**src/rtl/uart_alu_sequencer.sv**
```systemverilog
// uart_alu_sequencer
//
// Frames bytes from the UART RX FIFO into ALU operations and returns the
// results through the UART TX FIFO. A frame is three bytes in this order:
// operand A, operand B, opcode. The sequencer registers them onto the ALU
// inputs, waits one cycle for the ALU to settle, registers the result and
// pushes it to the TX FIFO.
//
// A frame that stalls between bytes for TIMEOUT_CYC cycles, or that carries
// an opcode outside the supported set, is dropped with a one-cycle o_error
// pulse, and the sequencer goes back to waiting for operand A.
//
// FIFO handshake: the RX FIFO is first-word-fall-through. rx_data is valid
// whenever rx_empty=0, and rd_uart pops the head word at the end of the
// cycle in which it is high. wr_uart pushes w_data at the end of the cycle
// in which it is high. rd_uart is only raised when rx_empty=0 and wr_uart
// only when tx_full=0, so each strobe completes in the cycle it is asserted.
// Both strobes are combinational so a pop or push takes effect in the same
// cycle.
//
// Ports:
//   clk         system clock, rising edge
//   reset       asynchronous reset, active low
//   rx_empty    RX FIFO empty flag
//   rx_data     RX FIFO head word
//   rd_uart     RX FIFO pop strobe
//   tx_full     TX FIFO full flag
//   wr_uart     TX FIFO push strobe
//   w_data      TX FIFO write data (registered ALU result)
//   alu_a       ALU operand A (registered)
//   alu_b       ALU operand B (registered)
//   alu_op      ALU opcode (registered)
//   alu_result  ALU combinational result
//   o_busy      high whenever a frame is in progress (state != S_GET_A)
//   o_error     one-cycle pulse on timeout or invalid opcode
//   dbg_state   current FSM state encoding

module uart_alu_sequencer #(
    parameter int NB_DATA     = 8,
    parameter int NB_CODE     = 6,
    parameter int NB_STATE    = 3,
    parameter int NB_TOUT     = 16,
    parameter int TIMEOUT_CYC = 50000
) (
    input  logic                clk,
    input  logic                reset,
    input  logic                rx_empty,
    input  logic [NB_DATA-1:0]  rx_data,
    output logic                rd_uart,
    input  logic                tx_full,
    output logic                wr_uart,
    output logic [NB_DATA-1:0]  w_data,
    output logic [NB_DATA-1:0]  alu_a,
    output logic [NB_DATA-1:0]  alu_b,
    output logic [NB_CODE-1:0]  alu_op,
    input  logic [NB_DATA-1:0]  alu_result,
    output logic                o_busy,
    output logic                o_error,
    output logic [NB_STATE-1:0] dbg_state
);

    typedef enum logic [NB_STATE-1:0] {
        S_GET_A  = 3'd0,
        S_GET_B  = 3'd1,
        S_GET_OP = 3'd2,
        S_EXEC   = 3'd3,
        S_SEND   = 3'd4
    } state_t;

    // Last counter value before a waiting state gives up on the frame.
    localparam logic [NB_TOUT-1:0] TOUT_LAST = NB_TOUT'(TIMEOUT_CYC - 1);

    state_t              state;
    state_t              state_nxt;
    logic [NB_TOUT-1:0]  cnt;
    logic [NB_TOUT-1:0]  cnt_nxt;
    logic [NB_DATA-1:0]  alu_a_nxt;
    logic [NB_DATA-1:0]  alu_b_nxt;
    logic [NB_CODE-1:0]  alu_op_nxt;
    logic [NB_DATA-1:0]  w_data_nxt;
    logic                error_nxt;
    logic [NB_CODE-1:0]  op_field;

    // Only the low NB_CODE bits of the opcode byte carry the opcode.
    assign op_field = rx_data[NB_CODE-1:0];

    function automatic logic is_valid_op(input logic [NB_CODE-1:0] op);
        logic ok;
        ok = 1'b0;
        case (op)
            6'b100000,  // ADD
            6'b100010,  // SUB
            6'b100100,  // AND
            6'b100101,  // OR
            6'b100110,  // XOR
            6'b100111,  // NOR
            6'b000011,  // SRA
            6'b000010:  // SRL
                ok = 1'b1;
            default:
                ok = 1'b0;
        endcase
        return ok;
    endfunction

    // State register
    always_ff @(posedge clk or negedge reset) begin
        if (!reset) begin
            state <= S_GET_A;
        end else begin
            state <= state_nxt;
        end
    end

    // Datapath registers
    always_ff @(posedge clk or negedge reset) begin
        if (!reset) begin
            cnt     <= '0;
            alu_a   <= '0;
            alu_b   <= '0;
            alu_op  <= '0;
            w_data  <= '0;
            o_error <= 1'b0;
        end else begin
            cnt     <= cnt_nxt;
            alu_a   <= alu_a_nxt;
            alu_b   <= alu_b_nxt;
            alu_op  <= alu_op_nxt;
            w_data  <= w_data_nxt;
            o_error <= error_nxt;
        end
    end

    // Next state, strobes and register updates
    always_comb begin
        state_nxt  = state;
        cnt_nxt    = cnt;
        alu_a_nxt  = alu_a;
        alu_b_nxt  = alu_b;
        alu_op_nxt = alu_op;
        w_data_nxt = w_data;
        error_nxt  = 1'b0;
        rd_uart    = 1'b0;
        wr_uart    = 1'b0;

        case (state)
            S_GET_A: begin
                // Idle: no timeout while waiting for a frame to start.
                if (!rx_empty) begin
                    rd_uart   = 1'b1;
                    alu_a_nxt = rx_data;
                    cnt_nxt   = '0;
                    state_nxt = S_GET_B;
                end
            end

            S_GET_B: begin
                if (!rx_empty) begin
                    rd_uart   = 1'b1;
                    alu_b_nxt = rx_data;
                    cnt_nxt   = '0;
                    state_nxt = S_GET_OP;
                end else if (cnt == TOUT_LAST) begin
                    // Operand A stays in its register but is no longer part
                    // of any frame.
                    error_nxt = 1'b1;
                    cnt_nxt   = '0;
                    state_nxt = S_GET_A;
                end else begin
                    cnt_nxt = cnt + NB_TOUT'(1);
                end
            end

            S_GET_OP: begin
                if (!rx_empty) begin
                    // The opcode byte is consumed whether or not it is valid.
                    rd_uart = 1'b1;
                    cnt_nxt = '0;
                    if (is_valid_op(op_field)) begin
                        alu_op_nxt = op_field;
                        state_nxt  = S_EXEC;
                    end else begin
                        error_nxt = 1'b1;
                        state_nxt = S_GET_A;
                    end
                end else if (cnt == TOUT_LAST) begin
                    error_nxt = 1'b1;
                    cnt_nxt   = '0;
                    state_nxt = S_GET_A;
                end else begin
                    cnt_nxt = cnt + NB_TOUT'(1);
                end
            end

            S_EXEC: begin
                // ALU inputs were registered last cycle, so the result is
                // settled now.
                w_data_nxt = alu_result;
                state_nxt  = S_SEND;
            end

            S_SEND: begin
                // TX backpressure is waited out with no timeout.
                if (!tx_full) begin
                    wr_uart   = 1'b1;
                    state_nxt = S_GET_A;
                end
            end

            default: begin
                cnt_nxt   = '0;
                state_nxt = S_GET_A;
            end
        endcase
    end

    assign o_busy    = (state != S_GET_A);
    assign dbg_state = state;

endmodule

```
**config.mk**
```make
export PLATFORM = sky130hd
export DESIGN_NAME = uart_alu_sequencer
export DESIGN_NICKNAME = d
export VERILOG_FILES = /design/src/rtl/uart_alu_sequencer.sv
export SDC_FILE = /design/constraint.sdc
export NUM_CORES = 1
export LEC_CHECK = 0
export BUFFER_PORTS_ARGS = -buffer_cell sky130_fd_sc_hd__buf_2
export CAP_MARGIN = 20
export CORE_ASPECT_RATIO = 2
export CORE_UTILIZATION = 53
export CTS_CLUSTER_SIZE = 14
export DETAILED_ROUTE_END_ITERATION = 8
export PLACE_DENSITY_LB_ADDON = 0.25
export SLEW_MARGIN = 5
export SYNTH_ARGS = -nofsm -noshare
export SYNTH_HDL_FRONTEND = slang
export SYNTH_SLANG_ARGS = --single-unit
```
**constraint.sdc**
```tcl
create_clock -name clk -period 2 [get_ports clk]
set_clock_uncertainty 0.2 [all_clocks]
set_input_delay 0.3 -clock clk [delete_from_list [all_inputs] [get_ports clk]]
set_output_delay 0.3 -clock clk [all_outputs]
set_load 0.01 [all_outputs]
```
==> metrics.txt <==
EDFF count, synth 0; # clock sinks 50; wire length per cell 15.3 um; # diodes 0; clk buf depth 2; CP required 2030 ps; slew margin rel. 0.692; Initial DRC Count 24; Mapped Nets 215; Yosys warning count 0; area delta synth->final 23.1%; Final Hold Viols 0; crit path cell chain ha_1 -> nand2_1 -> or3_1 -> mux2i_1 -> nor3_1; final antenna-violating net count 0; status complete, no violations; Period Utilization, post-route 0.948; Area after DPL 2750 um^2; Clock transition at path regs 100 ps; MaxCap Viol Count 0; clk_lat worst skew 310 ps; io pins 57; WS Path Type reg2reg; Distinct cells, synth 42; first-pass GRT wire length 8270 um; TritonRoute pass-1 iters 4; Cells after DPL 309; Root Buffer clkbuf_8; I/O Buffers 56; GRT overflow 0; sequential area share after synthesis 0.533; met2 usage 0.446; max incr delay on CP 510 ps; top_reg_cell synth dfrtp_1; Total Nets Final 286; crit start category flip-flop; H-tree levels 2; vias per std cell 5.51; Final GP Congestion 0.818; Worst path slowest cell or3_1; post-synthesis async set-or-reset flop share 1.00; Peak Freq 0.527 GHz; Critical Path AT 1930 ps; CTS Buf Count 5; die width 49.0 um; commonest non-fill, non-tap cell in the layout buf_2; non-filler instance count after layout 318; commonest cells after routing, fill and taps aside buf_2, dfrtp_1, mux2_2; Pwr Density 1370 nW/um^2; Tmin final 1900 ps; crit-path max FO 4; Min-Delay Path Class in2reg; final wirelength 4880 um; Final Max Slew Viols 0; Final Cell Area 2890 um^2; Post-DP HPWL 3710 um; total number of vias 1751; Pwr Total 3.94 mW; peak supply drop 1.08 mV; Initial Util 0.563; DIE AREA 4710 um^2; met1 usage 0.253; synthesized instance count 194; LEAKAGE 1.40 nW; FF+latch count, synth 50; share of post-route cells with drive strength above 1 0.462; CTS tree yes; Worst Tran Pin Value 462 ps; GR Util met3 0.0442; total track usage 0.235; largest net degree at the start of global routing 22; initial antenna violation count 0; die height 96.1 um; num rows 33; vias in the first global route 1736; synthesized area 2350 um^2; Setup-failing EPs final 0; drt drc 0; syn avg cell area 12.1 um^2; GRT busiest layer met2; Core Box Area 4170 um^2; Worst setup EP type flip-flop
-- state kept, by name (all words and copies together) (netlist names) --
name       flops
dbg_state      3
cnt           16
alu_op         6
alu_b          8
o_error        1
w_data         8
alu_a          8
-- cells by family (layout without fill, tap and decap cells) --
kind of cell             after synthesis  after routing  synth area share
adder cells (fa/ha/maj)                1              1           0.00533
AO/OA/AOI/OAI                         26             26            0.0837
AND/OR/NAND/NOR                       71             71             0.187
XOR/XNOR                               5              5            0.0187
buffers and inverters                 10             82            0.0251
flip-flops                            50             50             0.533
multiplexers                          31             31             0.147
-- path summary, 6_finish.rpt --
| kind | start | end | slack, ps | depth (start not counted) |
|---|---|---|---|---|
| min in group asynchronous | reset | w_data[6] | 270 | 2 |
| min | alu_result[2] | w_data[2] | 20 | 2 |
| max reg2reg | cnt[0] | cnt[12] | 100 | 5 |
| max in group asynchronous | reset | alu_a[2] | 750 | 3 |
| max | cnt[0] | cnt[12] | 100 | 5 |
| min reg2reg | alu_op[3] | alu_op[3] | 290 | 1 |
-- routing by layer --
layer  vias to the layer above  routed length [um]
met5                         -                   0
met1                       860                1750
met3                        11                 171
met2                        45                2840
li1                        835                   -
met4                         0                 110
-- cell usage after synthesis (all sizes together) (2+ instances only) --
cell	number	area, um^2
and3	2	12.5
nand3	9	45.0
and4	2	17.5
or3	2	12.5
a22o	2	17.5
nand2b	5	53.8
o21ai	8	40.0
a31oi	2	12.5
nand2	9	33.8
dfrtp	50	1250
buf	7	47.5
and4bb	2	25.0
xnor2	5	43.8
nor2b	3	26.3
a21oi	5	25.0
mux2	28	315
and2	2	12.5
nor3	12	70.1
inv	3	11.3
nor2	19	81.3
mux2i	3	30.0
a211o	2	26.3
-- what timing repair did --
| action | CTS | global route |
|---|---|---|
| hold buffers | 1 | 0 |
| setup buffers | 0 | 0 |
| endpoints found under the hold margin | 19 | 0 |
| endpoints found under the setup margin | 0 | 9 |
| gates resized for setup | 0 | 3 |
-- where the power goes --
| group | switching (mW) | internal [mW] |
|---|---|---|
| registers | 0.212 | 1.35 |
| clock network | 0.348 | 0.372 |
| logic | 0.844 | 0.816 |
-- metrics by stage --
step                hold slack, ps  TNS [ps]   util  worst slack, ps
CTS                           18.2         0  0.689             65.9
global route                  19.9     -4.83  0.692            -4.83
global placement              68.4         0  0.659              156
detailed placement            76.5         0  0.659             79.7
finish                        21.8         0  0.692              104
floorplan                     -196         0      -             88.7
-- critical path: cells and delay by family, from the launching register on --
kind	cells	cell delay, ps
simple gates	3	820
mux	1	170
fa+ha+maj	1	230
flops	1	400
-- area by class of cell --
cell class | count | area [um^2]
clock buffers | 5 | 68.8
clock inverters | 3 | 45.0
fillers | 328 | 1280
inverters | 3 | 11.3
repair buffers | 71 | 395
well taps | 52 | 65.1
flip-flops and latches | 50 | 1250
multi-input cells | 134 | 1050
(Power assumes the default switching activity.)
